--- src/rtl/bs_ctrl.sv ---
// Frame controller that sequences the bitstream packer, LZ77 engine and adler32 unit.
// It keeps per-frame token and word counts, queues up to three requests and aborts stalled frames.
module bs_ctrl #(
    parameter int TOK_WD = 16,
    parameter int TO_MAX = 1023
) (
    input  logic              clk,
    input  logic              rst,
    input  logic              start_i,
    output logic              bs_start_o,
    output logic              lz_start_o,
    input  logic              lz_val_i,
    input  logic              lz_lst_i,
    input  logic              adler32_done_i,
    input  logic              bs_val_i,
    input  logic              bs_done_i,
    output logic              busy_o,
    output logic              done_o,
    output logic              err_o,
    output logic [TOK_WD-1:0] tok_cnt_o,
    output logic [TOK_WD-1:0] word_cnt_o,
    output logic [1:0]        pend_o
);
    localparam int              WD_W    = $clog2(TO_MAX + 1);
    localparam logic [WD_W-1:0] WD_LAST = WD_W'(TO_MAX - 1);

    typedef enum logic [2:0] {
        IDLE,
        ARM,
        RUN,
        WAIT_ADL,
        WAIT_DONE
    } state_t;

    state_t            state_q, state_d;
    logic [1:0]        armCnt_q, armCnt_d;
    logic [WD_W-1:0]   wdog_q, wdog_d;
    logic              adlerSeen_q, adlerSeen_d;
    logic [TOK_WD-1:0] tokCnt_q, tokCnt_d;
    logic [TOK_WD-1:0] wordCnt_q, wordCnt_d;
    logic [1:0]        pend_q, pend_d;
    logic              bsStart_q, bsStart_d;
    logic              lzStart_q, lzStart_d;
    logic              done_q, done_d;
    logic              err_q, err_d;
    logic              wdActive, activity, timeout, popReq, pushReq;

    assign busy_o   = (state_q != IDLE);
    assign wdActive = (state_q == RUN) || (state_q == WAIT_ADL) || (state_q == WAIT_DONE);
    assign activity = lz_val_i || adler32_done_i || bs_val_i;
    assign timeout  = wdActive && !activity && (wdog_q == WD_LAST);
    assign popReq   = (state_q == IDLE) && (pend_q != 2'd0);
    assign pushReq  = start_i && (busy_o || (pend_q != 2'd0));

    always_comb begin
        state_d     = state_q;
        armCnt_d    = armCnt_q;
        wdog_d      = wdog_q;
        adlerSeen_d = adlerSeen_q;
        tokCnt_d    = tokCnt_q;
        wordCnt_d   = wordCnt_q;
        pend_d      = pend_q;
        bsStart_d   = 1'b0;
        lzStart_d   = 1'b0;
        done_d      = 1'b0;
        err_d       = 1'b0;

        if ((state_q != IDLE) && bs_val_i && (wordCnt_q != '1)) begin
            wordCnt_d = wordCnt_q + 1'b1;
        end
        if (wdActive) begin
            wdog_d = activity ? '0 : wdog_q + 1'b1;
        end

        unique case (state_q)
            IDLE: begin
                if (start_i || (pend_q != 2'd0)) begin
                    state_d     = ARM;
                    armCnt_d    = '0;
                    tokCnt_d    = '0;
                    wordCnt_d   = '0;
                    wdog_d      = '0;
                    adlerSeen_d = 1'b0;
                    bsStart_d   = 1'b1;
                end
            end
            ARM: begin
                // The packer needs two header cycles before the LZ77 engine may emit tokens.
                if (lz_val_i) begin
                    err_d = 1'b1;
                end
                if (adler32_done_i) begin
                    adlerSeen_d = 1'b1;
                end
                if (armCnt_q == 2'd1) begin
                    lzStart_d = 1'b1;
                end
                if (armCnt_q == 2'd2) begin
                    state_d = RUN;
                end else begin
                    armCnt_d = armCnt_q + 2'd1;
                end
            end
            RUN: begin
                if (adler32_done_i) begin
                    adlerSeen_d = 1'b1;
                end
                if (lz_val_i) begin
                    if (tokCnt_q != '1) begin
                        tokCnt_d = tokCnt_q + 1'b1;
                    end
                    if (lz_lst_i) begin
                        state_d = (adlerSeen_q || adler32_done_i) ? WAIT_DONE : WAIT_ADL;
                    end
                end
            end
            WAIT_ADL: begin
                if (lz_val_i) begin
                    err_d = 1'b1;
                end
                if (adler32_done_i) begin
                    state_d = WAIT_DONE;
                end
            end
            WAIT_DONE: begin
                if (lz_val_i) begin
                    err_d = 1'b1;
                end
                if (bs_done_i) begin
                    state_d = IDLE;
                    done_d  = 1'b1;
                end
            end
            default: begin
                state_d = IDLE;
            end
        endcase

        // A completing frame wins over a watchdog expiry in the same cycle.
        if (timeout && !((state_q == WAIT_DONE) && bs_done_i)) begin
            state_d = IDLE;
            err_d   = 1'b1;
        end

        if (pushReq && !popReq) begin
            if (pend_q == 2'd3) begin
                err_d = 1'b1;
            end else begin
                pend_d = pend_q + 2'd1;
            end
        end else if (popReq && !pushReq) begin
            pend_d = pend_q - 2'd1;
        end
    end

    always_ff @(posedge clk or posedge rst) begin
        if (rst) begin
            state_q     <= IDLE;
            armCnt_q    <= '0;
            wdog_q      <= '0;
            adlerSeen_q <= 1'b0;
            tokCnt_q    <= '0;
            wordCnt_q   <= '0;
            pend_q      <= '0;
            bsStart_q   <= 1'b0;
            lzStart_q   <= 1'b0;
            done_q      <= 1'b0;
            err_q       <= 1'b0;
        end else begin
            state_q     <= state_d;
            armCnt_q    <= armCnt_d;
            wdog_q      <= wdog_d;
            adlerSeen_q <= adlerSeen_d;
            tokCnt_q    <= tokCnt_d;
            wordCnt_q   <= wordCnt_d;
            pend_q      <= pend_d;
            bsStart_q   <= bsStart_d;
            lzStart_q   <= lzStart_d;
            done_q      <= done_d;
            err_q       <= err_d;
        end
    end

    assign bs_start_o = bsStart_q;
    assign lz_start_o = lzStart_q;
    assign done_o     = done_q;
    assign err_o      = err_q;
    assign tok_cnt_o  = tokCnt_q;
    assign word_cnt_o = wordCnt_q;
    assign pend_o     = pend_q;
endmodule

--- config.mk ---
export PLATFORM = sky130hd
export DESIGN_NAME = bs_ctrl
export DESIGN_NICKNAME = d
export VERILOG_FILES = /design/src/rtl/bs_ctrl.sv
export SDC_FILE = /design/constraint.sdc
export NUM_CORES = 1
export LEC_CHECK = 0
export CELL_PAD_IN_SITES_DETAIL_PLACEMENT = 1
export CELL_PAD_IN_SITES_GLOBAL_PLACEMENT = 2
export CORE_MARGIN = 2
export CORE_UTILIZATION = 37
export CTS_BUF_LIST = sky130_fd_sc_hd__clkbuf_16
export DETAILED_ROUTE_END_ITERATION = 8
export PLACE_DENSITY_LB_ADDON = 0.1
export SYNTH_ARGS = -nofsm -noshare
export SYNTH_HDL_FRONTEND = slang
export SYNTH_SLANG_ARGS = --single-unit
--- constraint.sdc ---
create_clock -name clk -period 2.7 [get_ports clk]
set_input_delay 0.27 -clock clk [delete_from_list [all_inputs] [get_ports clk]]
set_output_delay 0.27 -clock clk [all_outputs]
set_load 0.02 [all_outputs]
==> flow_summary.ini <==
[floorplan]
initial_core_util = 0.384
die_y_um = 96.6
fp.dieArea_mm2 = 0.00932
core_area_mm2 = 0.00826
io_pins = 47
rows = 33
die_w_um = 96.6

[cells_and_area]
diodes = 0
final_util = 0.470
num-fill-cells = 937
fin_nets = 389
post-route-cell-area_mm2 = 0.00388
area_growth_pct = 22.5
multi_input_area_mm2 = 0.00166
seq_area_mm2 = 0.00135
drive_gt1_frac = 0.0827

[yosys]
avgSynthCellArea_um2 = 9.57
yosys-top-cells-area = dfrtp_1, mux2i_1, nand2_1, o31ai_1, a21oi_1
synth_xor_area_frac = 0.0193
syn_nets = 345
synth-simple-area-share = 0.268
synth_edf_count = 0
yosysWarnings = 0
ys_seq_area_frac = 0.426
synth_largest_area_cell = dfrtp_1
synth_area_mm2 = 0.00317
async_reset_ff_frac = 1.00
synth_top_family_by_area = simple AND/OR/NAND/NOR gates
syn_inst = 331
synthAdderAreaFrac = 0.0237
synth_mux_area_frac = 0.0446
synth-compound-area-share = 0.167
synth-seq-cells = 54
synth_top_area_share = 0.426
ys.flop_type = dfrtp_1
synth.distinct_cells = 57

[sta]
setup_tns_ns = 0
fmax_mhz = 431
tightest_slew_ns = 0.680
rsz0062_at_grt = no
finalWorstSetupSlack_ns = 0.382
fin_skew_ns = 0.00825
hold_viol = 0
period_share = 0.859
finalCriticalPeriod_ns = 2.32
relSlewSlack = 0.547
setup_viol = 0
slew_viol_final = 0

[drt]
ant_nets = 0
drc = 0
routed_wl_um = 8450
viasPerCell = 5.78
wl_per_cell_um = 17.6
drtIter0Drc = 88
vias = 2776
dr.pass1.iters = 4

[placed_design]
place.gp.congestion = 0.764
placed_area_mm2 = 0.00372
post-dp-hpwl_um = 6050
io_buffers = 46
dp_slack_ns = 0.516

[cts]
insertion_delay_ns = 0.30
ctsResizeCount = 0
cts_buffer_depth = 2
cts_buffers = 5
cts-root-buf = clkbuf_16
cts_tree = done
clkSlewWorstSetupHoldPaths_ns = 0.07
htreeDepth = 2
cts_hold_buf = 0
cts_setup_buffers = 0
cts_sinks = 54

[setup_path]
worst_setup_path_start_kind = flip-flop
arrival_ns = 2.05
setup.worst_path.end_class = output port
cp_max_fo = 19
crit_type = reg -> out
crit_required_ns = 2.43

[global_route]
antenna_found_initial = 0
grt-busiest-layer = met2
grt_overflow = 0
grt_max_degree = 24
grt_first_pass_wirelength_um = 14200
grt_pass1_vias = 2877
met2_usage = 0.334
use_met3 = 0.0372
grt_usage = 0.198
grt_use_met1 = 0.260

[power]
power_mw = 2.89
power.leakage_nw = 1.57
vdd_drop_max_uv = 309
power_density_mw_per_mm2 = 744

[hold_path]
hold_class = in -> async

[outcome]
status = finished, final reports clean

[job]
drv_cap = 0
-- worst max-delay path: stages, from the launching register on --
cell and delay [ns]:
dfrtp_1 0.78, nor3_2 0.16, inv_1 0.18, clkdlybuf4s50_1 0.64
-- cell usage after synthesis (8+ instances only) --
library cell,n
a21oi_1,19
buf_2,8
dfrtp_1,54
inv_1,10
mux2i_1,13
nand2_1,27
nand2b_1,10
nand3_1,9
nand4_1,13
nor2_1,12
nor3_1,10
o21ai_0,16
o31ai_1,13
or3_1,8
or4_1,9
-- final cells by class --
cell class                 count  area share
multi-input combinational    246       0.427
sequential                    54       0.348
timing repair buffer          57       0.140
clock buffer                   5      0.0322
inverter                      11      0.0106
tap                          105      0.0338
clock inverter                 2     0.00870
-- final timing paths --
check                                                  to                      from  slack [ns]  depth (start not counted)
worst min register to register   tok_cnt_o[8]$_DFFE_PP0P_  tok_cnt_o[8]$_DFFE_PP0P_        0.52                          1
worst min-delay path             word_cnt_o[15]$_DFF_PP0_                       rst        0.29                          2
worst max register to register   tok_cnt_o[7]$_DFFE_PP0P_    state_q[1]$_DFFE_PP0P_        0.58                          3
min in group clk                 tok_cnt_o[8]$_DFFE_PP0P_  tok_cnt_o[8]$_DFFE_PP0P_        0.52                          1
worst max-delay path                               busy_o    state_q[1]$_DFFE_PP0P_        0.38                          3
max in group asynchronous       tok_cnt_o[15]$_DFFE_PP0P_                       rst        1.78                          3
-- placed cells by master (no fill, tap or decap), types with 7 or more instances in the layout --
| cell | count |
|---|---|
| dfrtp_1 | 54 |
| clkdlybuf4s50_1 | 46 |
| nand2_1 | 27 |
| a21oi_1 | 19 |
| o21ai_0 | 16 |
| o31ai_1 | 13 |
| nand4_1 | 13 |
| mux2i_1 | 13 |
| nor2_1 | 12 |
| buf_4 | 11 |
| nand2b_1 | 10 |
| nor3_1 | 10 |
| inv_1 | 9 |
| or4_1 | 9 |
| nand3_1 | 9 |
| or3_1 | 8 |
| and2_1 | 7 |
-- routing by layer --
layer	vias up	wire length (µm)	share of wire
met5	-	0	0
met4	0	87	0.010
met3	7	256	0.030
met2	41	4220	0.50
met1	1385	3890	0.46
li1	1343	-	-
-- state kept, by name, summed over array words and instances, names as in the netlist --
signal and cells:
bs_start_o 1, word_cnt_o 16, armCnt_q 2, wdog_q 10, state_q 3, tok_cnt_o 16
pend_o 2, err_o 1, lz_start_o 1, adlerSeen_q 1, done_o 1
-- stage by stage --
stage | hold slack (ns) | cells
2_1_floorplan | 0.394 | 331
3_3_place_gp | 0.499 | 473
3_5_place_dp | 0.505 | 473
4_1_cts | 0.306 | 480
5_1_grt | 0.323 | 480
6_report | 0.288 | 480
-- cell families after synthesis --
| family | after synthesis |
|---|---|
| xor+xnor | 7 |
| buf+inv | 31 |
| mux | 14 |
| compound gates | 79 |
| fa+ha+maj | 6 |
| simple gates | 140 |
| flops | 54 |
-- power breakdown --
group | switching, mW | leakage, nW | internal (mW)
clock | 0.298 | 0.0773 | 0.430
combinational | 0.636 | 0.764 | 0.440
sequential | 0.177 | 0.730 | 0.907
total | 1.11 | 1.57 | 1.78
No activity file was read; power rests on OpenSTA's default activity.
